==> src/rtl/ram_arbiter.sv <==
// ram_arbiter: single-port synchronous RAM shared by a CPU, an LCD refresh
// engine and an optional debug port.
// Priority: forced LCD slot > CPU > LCD > debug. The LCD is guaranteed a slot
// after STARVE_LIMIT consecutive denied cycles, and the CPU is stalled for
// that one cycle. Read data returns one cycle after the grant to whichever
// requester issued the read.
// Optional feature: define RAM_ARBITER_DEBUG_EN to arbitrate the debug port.
// Without it the debug ports remain, dbg_req is ignored and the debug outputs
// are tied to zero.
module ram_arbiter #(
  parameter int unsigned STARVE_LIMIT = 8
) (
  input  logic        clk,
  input  logic        reset_n,
  input  logic        cpu_req,
  input  logic        cpu_write,
  input  logic [11:0] cpu_addr,
  input  logic [3:0]  cpu_wdata,
  output logic        cpu_stall,
  output logic [3:0]  cpu_rdata,
  input  logic        lcd_req,
  input  logic [11:0] lcd_addr,
  output logic        lcd_gnt,
  output logic        lcd_rvalid,
  output logic [3:0]  lcd_rdata,
  input  logic        dbg_req,
  input  logic        dbg_write,
  input  logic [11:0] dbg_addr,
  input  logic [3:0]  dbg_wdata,
  output logic        dbg_gnt,
  output logic        dbg_rvalid,
  output logic [3:0]  dbg_rdata,
  output logic [11:0] ram_addr,
  output logic        ram_we,
  output logic [3:0]  ram_wdata,
  input  logic [3:0]  ram_rdata
);

  localparam logic [3:0] LIMIT = 4'(STARVE_LIMIT);

  typedef enum logic [1:0] {OWN_NONE, OWN_CPU, OWN_LCD, OWN_DBG} owner_e;

  owner_e     grant;
  owner_e     owner_q, owner_d;
  logic [3:0] starve_q, starve_d;
  logic [3:0] cpu_rdata_q, lcd_rdata_q;
  logic       forced;
  logic       wr_grant;
  logic       dbg_req_en;

`ifdef RAM_ARBITER_DEBUG_EN
  assign dbg_req_en = dbg_req;
`else
  logic unused_dbg_req;
  assign dbg_req_en     = 1'b0;
  assign unused_dbg_req = dbg_req;
`endif

  // Winner selection; nothing is granted while reset is held.
  always_comb begin
    grant  = OWN_NONE;
    forced = 1'b0;
    if (reset_n) begin
      forced = lcd_req && (starve_q == LIMIT);
      if (forced)          grant = OWN_LCD;
      else if (cpu_req)    grant = OWN_CPU;
      else if (lcd_req)    grant = OWN_LCD;
      else if (dbg_req_en) grant = OWN_DBG;
    end
  end

  // RAM bus mux from the winner; an idle cycle drives all zeros.
  always_comb begin
    ram_addr  = 12'h000;
    wr_grant  = 1'b0;
    ram_wdata = 4'h0;
    case (grant)
      OWN_CPU: begin
        ram_addr  = cpu_addr;
        wr_grant  = cpu_write;
        ram_wdata = cpu_wdata;
      end
      OWN_LCD: ram_addr = lcd_addr;
      OWN_DBG: begin
        ram_addr  = dbg_addr;
        wr_grant  = dbg_write;
        ram_wdata = dbg_wdata;
      end
      default: ;
    endcase
  end

  assign ram_we    = wr_grant;
  assign cpu_stall = forced;
  assign lcd_gnt   = (grant == OWN_LCD);

  // Next read owner and LCD starvation counter.
  always_comb begin
    owner_d = OWN_NONE;
    if (grant != OWN_NONE && !wr_grant) owner_d = grant;
    starve_d = starve_q;
    if (!lcd_req || lcd_gnt)   starve_d = 4'd0;
    else if (starve_q < LIMIT) starve_d = starve_q + 4'd1;
  end

  // Read data goes straight through in the return cycle, otherwise holds.
  assign lcd_rvalid = (owner_q == OWN_LCD);
  assign cpu_rdata  = (owner_q == OWN_CPU) ? ram_rdata : cpu_rdata_q;
  assign lcd_rdata  = lcd_rvalid ? ram_rdata : lcd_rdata_q;

  // Owner, counter and held read data registers.
  always_ff @(posedge clk or negedge reset_n) begin
    if (!reset_n) begin
      owner_q     <= OWN_NONE;
      starve_q    <= 4'd0;
      cpu_rdata_q <= 4'h0;
      lcd_rdata_q <= 4'h0;
    end else begin
      owner_q     <= owner_d;
      starve_q    <= starve_d;
      cpu_rdata_q <= cpu_rdata;
      lcd_rdata_q <= lcd_rdata;
    end
  end

`ifdef RAM_ARBITER_DEBUG_EN
  logic [3:0] dbg_rdata_q;

  assign dbg_gnt    = (grant == OWN_DBG);
  assign dbg_rvalid = (owner_q == OWN_DBG);
  assign dbg_rdata  = dbg_rvalid ? ram_rdata : dbg_rdata_q;

  // Held debug read data.
  always_ff @(posedge clk or negedge reset_n) begin
    if (!reset_n) dbg_rdata_q <= 4'h0;
    else          dbg_rdata_q <= dbg_rdata;
  end
`else
  assign dbg_gnt    = 1'b0;
  assign dbg_rvalid = 1'b0;
  assign dbg_rdata  = 4'h0;
`endif

endmodule

==> config.mk <==
export PLATFORM = sky130hd
export DESIGN_NAME = ram_arbiter
export DESIGN_NICKNAME = d
export VERILOG_FILES = /design/src/rtl/ram_arbiter.sv
export SDC_FILE = /design/constraint.sdc
export NUM_CORES = 1
export LEC_CHECK = 0
export CAP_MARGIN = 40
export CORE_MARGIN = 2
export CORE_UTILIZATION = 25
export DETAILED_ROUTE_END_ITERATION = 16
export PLACE_DENSITY = 0.76
export SYNTH_ARGS = -nofsm -noshare
export SYNTH_HDL_FRONTEND = slang
export SYNTH_SLANG_ARGS = --single-unit
==> constraint.sdc <==
create_clock -name clk -period 1.6 [get_ports clk]
set_input_delay 0.24 -clock clk [delete_from_list [all_inputs] [get_ports clk]]
set_output_delay 0.24 -clock clk [all_outputs]
set_load 0.005 [all_outputs]
---- Yosys cells after proc, flatten, opt, wreduce, memory -nomap -nowiden ----
Cells that the tools add are included.
cells by class
  order comparisons ....................... 1
  reductions and logical operators ........ 7
  multiplexer cells ....................... 13
  eq/ne operators ......................... 6
  add/sub/neg operators ................... 1
operators with widths
  operator                                             count
  case mux 12 bit (3 select lines)                     1
  two-way mux 4 bit                                    4
  two-way mux 2 bit                                    5
  case mux 4 bit (2 select lines)                      1
  equality test 2 bit, second input constant           3
  adder 4 x 1 -> 4 bit, second input constant          1
  equality test 2 x 1 -> 1 bit, second input constant  2
  equality test 4 bit, second input constant           1
  < comparator 4 bit, second input constant            1
  nonzero test 2 bit                                   2
  logical AND 1 bit                                    2
  zero test 1 bit                                      2
  case mux 1 bit (2 select lines)                      1
  logical OR 1 bit                                     1
  two-way mux 1 bit                                    1
storage, ports and cells
  output and inout port bits .............. 34
  logic and storage cells ................. 32
  register bits ........................... 14
  input bits .............................. 55

---- Depth between registers and ports, before layout ----
  depth after elaboration ................. 9
  depth in mapped cells ................... 7
  depth with buffers taken out ............ 5

---- Least setup slack after synthesis ----
No wires, ideal clock.
  path type ............................... register to output
  start point ............................. reg starve_q[0]
  end point ............................... out ram_addr[1]
  data required time ...................... 1.360 ns
  path buffers ............................ 2
  stages on the path, launching flop included .. 8
  path slack .............................. -0.051 ns
  data arrival time ....................... 1.411 ns
  path through ............................ dfrtp_1 inv_1 ha_1 nand3b_2 o211a_1 buf_6 buf_6 a22o_1
on the way
  longest elaborated chain between the ends .. 6
  elaborated cells on any way between the ends .. 8
  classes of those cells .................. eq/ne: 4; mux: 3; reduce/logical: 1
ends and longest elaborated chain
  what                                                                        RTL line  RTL
  start, declared                                                             45        logic [3:0] starve_q, starve_d;
  start signal, assigned                                                      120       starve_q <= starve_d;
  equality test 4 bit *                                                       64        forced = lcd_req && (starve_q == LIMIT);
  logical AND 1 bit *                                                         64
  two-way mux 2 bit *                                                         65        if (forced) grant = OWN_LCD;
  two-way mux 2 bit *                                                         63        if (reset_n) begin
  equality test 2 bit / equality test 2 x 1 -> 1 bit (equally long branches)  77        case (grant)
  case mux 12 bit (3 select lines) *                                          77
  end, declared                                                               33        output logic [11:0] ram_addr,
Every way passes the cells marked *; elsewhere a longest branch is shown, timed or not.

---- Final worst setup path ----
  start point ............................. reg starve_q[0]
  end point ............................... out ram_wdata[1]
on the way
  longest elaborated chain between the ends .. 6
  elaborated cells on any way between the ends .. 7
  classes of those cells .................. eq/ne: 3; mux: 3; reduce/logical: 1
ends and longest elaborated chain
  what                                                                        RTL line  RTL
  equality test 4 bit *                                                       64
  logical AND 1 bit *                                                         64
  two-way mux 2 bit *                                                         65
  two-way mux 2 bit *                                                         63
  equality test 2 bit / equality test 2 x 1 -> 1 bit (equally long branches)  77
  case mux 4 bit (2 select lines) *                                           77
  end, declared                                                               35        output logic [3:0] ram_wdata,
Marked as above.

==> metrics.md <==
| Metric | Value |
|---|---|
| Syn-to-layout area delta | `132%` |
| Ys flop type | `dfrtp_1` |
| Worst Skew | `~0.0023 ns` |
| Startpoint Class | `flip-flop` |
| Final Hold Viols | `0` |
| Synth Area in Adders | `0.0306` |
| Pre-CTS setup slack | `-0.610 ns` |
| Worst Setup Slack, final | `-0.433 ns` |
| Clk slew on worst S/H paths | `0.08 ns` |
| Sequential fraction of the synthesis area | `0.429` |
| Crit-path cells | `inv_1 -> ha_2 -> nand3b_4 -> buf_4 -> o211a_4 -> buf_6 -> and2_4 -> buf_6` |
| DR WL/cell | `15.6 µm` |
| Number of diodes | `0` |
| Nets | `between 200 and 250` |
| Fillers | `250` |
| Synth warn | `0` |
| RSZ-0062 raised after global routing | `true` |
| Via Count | `just under 1000` |
| FF+latch count, synth | `14` |
| Largest family of logic cells by synthesized area | `compound AO/OA/AOI/OAI gates` |
| Iteration-0 DRC count of the detailed router | `17` |
| Arrival time worst endpoint | `approximately 1.8 ns` |
| Worst Path Max Fanout | `6` |
| Post-DRT Antenna Nets | `0` |
| Leakage power | `0.931 nW` |
| Top cell type by total area after synthesis | `dfrtp_1` |
| Xor/xnor share of the synthesized area | `0.0214` |
| Number of global-route vias before repair | `~1000` |
| Fraction of the mapped netlist area in simple logic gates | `0.116` |
| Worst Hold Class | `in2async` |
| I/O pin count | `around 90` |
| Number of port buffers | `64` |
| Fin. max-slew vios | `0` |
| Initial core utilization | `0.265` |
| CTS Sinks | `14` |
| CTS Buf Count | `3` |
| Multi-input combinational cell area | `about 530 µm²` |
| Detail Placement HPWL | `between 2000 and 2500 µm` |
| Worst Path Buf+Inv | `4` |
| Largest net degree at the start of global routing | `15` |
| Antenna violations before repair | `0` |
| Most common cell in the netlist | `dfrtp_1` |
| Most frequent CP cell | `buf_6` |
| Die Height | `61.2 µm` |
| GRT Overall Usage | `0.176` |
| Crit end category | `primary output` |
| Compound-Gate Fraction of Synth Area | `0.165` |
| DRC Markers | `0` |
| CORE AREA | `3080 µm²` |
| Clk Tree Root Cell | `clkbuf_4` |
| Slowest-stage cell, CP | `dfrtp_1` |
| # rows | `20` |
| Final Cycle Share | `1.27` |
| Min Tclk post-route | `2.03 ns` |
| Htree depth | `1` |
| Worst Path Required | `between 1 and 1.5 ns` |
| Vias per cell | `~4.5` |
| Worst vdd ir | `around 0.24 mV` |
| Setup-failing EPs final | `27` |
| Crit path max-delay family | `buffers and inverters` |
| PD cells | `approximately 630 nW/µm²` |
| Deepest clock path buffer count | `2` |
| Netlist Area Pre-Place | `roughly 800 µm²` |
| Die area | `3740 µm²` |
| Post-Route WL | `about 3400 µm` |
| Share of post-route cells with drive strength above 1 | `0.506` |
| Syn avg cell area | `around 11 µm²` |
| Placed cell areas | `~1500 µm²` |
| First-pass GRT wire length | `~4800 µm` |
| CP Class | `reg2out` |
| Tot Pwr | `1.19 mW` |
| CTS tree | `yes` |
| Clock Latency Late Sink | `about 0.27 ns` |
| Achievable frequency | `approximately 490 MHz` |
| Final instance area | `between 1500 and 2000 µm²` |
| RD Place Congestion | `around 0.7` |
| Max cap viols | `0` |
| DR pass1 iterations | `3` |
| Failing checks | `negative setup slack` |
| Mux contribution to synthesized area | `0.123` |
| Cell count after synthesis | `73` |
| DIE WIDTH | `between 60 and 70 µm` |
| Yosys cell types | `23` |
| Slowest stage delay, CP | `about 0.38 ns` |
| Final Util | `0.616` |
| Post-synth ARST share | `1.00` |
| Top cell type's share of synthesized area | `0.429` |
| EDFF count, synth | `0` |
| Register Area | `between 300 and 400 µm²` |
| Status | `finished, violations left` |
| Top cells by area, synth | `dfrtp_1 (43%), a22o_1 (13%), mux2_2 (11%), buf_4 (6.4%), and2_1 (3.8%)` |
| Total global routing overflow | `0` |
| Most frequent cells after synthesis | `dfrtp_1 (14), a22o_1 (12), mux2_2 (8), buf_4 (7), and2_1 (5)` |
power breakdown:
group / switching (mW) / leakage [nW] / internal [mW]
Combinational: 0.174 / 0.736 / 0.349
Clock: 0.109 / 0.0210 / 0.138
Sequential: 0.0164 / 0.175 / 0.404
Total: 0.300 / 0.931 / 0.891
final timing paths:
check / from / end / slack [ns] / depth (start not counted)
max reg2reg: starve_q[0] / owner_q[0] / -0.03 / 8
min: reset_n / starve_q[2] / 0.30 / 2
max: starve_q[0] / ram_wdata[1] / -0.43 / 8
min in group clk: lcd_rdata_q[1] / lcd_rdata_q[1] / 0.51 / 1
min reg2reg: lcd_rdata_q[1] / lcd_rdata_q[1] / 0.51 / 1
max in group asynchronous: reset_n / cpu_rdata_q[3] / 1.13 / 2
per-stage QoR:
| step | TNS [ns] | hold slack, ns | cells |
|---|---|---|---|
| floorplan | -0.205 | -0.0556 | 78 |
| global placement | -10.34 | 0.478 | 188 |
| detailed placement | -10.92 | 0.486 | 188 |
| CTS | -7.39 | 0.297 | 217 |
| global route | -9.79 | 0.323 | 218 |
| finish | -7.76 | 0.304 | 218 |
placed cells by master, fill, tap and decap left out:
| master | Yosys | layout |
|---|---|---|
| clkbuf_4 | 0 | 3 |
| nand2b_4 | 0 | 1 |
| conb_1 | 1 | 6 |
| clkbuf_8 | 0 | 1 |
| dfrtp_1 | 14 | 14 |
| xnor2_1 | 1 | 1 |
| mux2_4 | 0 | 8 |
| nand3b_4 | 0 | 1 |
| clkdlybuf4s50_1 | 0 | 35 |
| o211a_4 | 0 | 4 |
| nor2_1 | 1 | 1 |
| buf_2 | 0 | 13 |
| ha_1 | 2 | 1 |
| ha_2 | 0 | 1 |
| buf_6 | 2 | 31 |
| nor2b_2 | 0 | 1 |
| a21oi_1 | 1 | 1 |
| buf_4 | 7 | 18 |
| a22o_1 | 12 | 12 |
| a21oi_4 | 0 | 1 |
| nor3_1 | 4 | 4 |
| a31oi_1 | 1 | 1 |
| inv_1 | 3 | 3 |
| dlygate4sd2_1 | 0 | 2 |
| nor2b_1 | 3 | 2 |
| and2_4 | 0 | 5 |
| mux2i_1 | 1 | 1 |
| xor2_1 | 1 | 1 |
| nand2_1 | 1 | 1 |
state kept, by name, summed over array words and instances, names as in the netlist:
register and count:
cpu_rdata_q 4, lcd_rdata_q 4, starve_q 4, owner_q 2
metal layers:
metal | up-vias | global-route usage | part of all wire | routed length, µm
met2 | 52 | 0.345 | 0.57 | 1940
met1 | 475 | 0.179 | 0.35 | 1180
met3 | 6 | 0.0462 | 0.067 | 228
met5 | - | 0 | 0 | 0
met4 | 0 | 0.0528 | 0.018 | 61
li1 | 456 | - | - | -
cell type report:
| cell class | count | share of cell area |
|---|---|---|
| inverter | 3 | 0.00594 |
| timing repair buffer | 99 | 0.484 |
| clock buffer | 4 | 0.0191 |
| tap | 44 | 0.0290 |
| sequential | 14 | 0.185 |
| multi-input combinational | 54 | 0.278 |
what timing repair did:
action / CTS / global route
endpoints found under the setup margin: 28 / 26
pin swaps: 21 / 4
gates resized for setup: 155 / 12
buffers inserted: 22 / 5
cloned: 3 / 0
hold endpoints to repair: 0 / 0
hold buffers: 0 / 0
logic make-up after synthesis:
| logic type | Yosys count |
|---|---|
| AND/OR/NAND/NOR | 16 |
| XOR/XNOR | 2 |
| flip-flops | 14 |
| multiplexers | 9 |
| buffers and inverters | 13 |
| AO/OA/AOI/OAI | 16 |
| adder cells (fa/ha/maj) | 2 |
| other | 1 |
(Power assumes the default switching activity.)
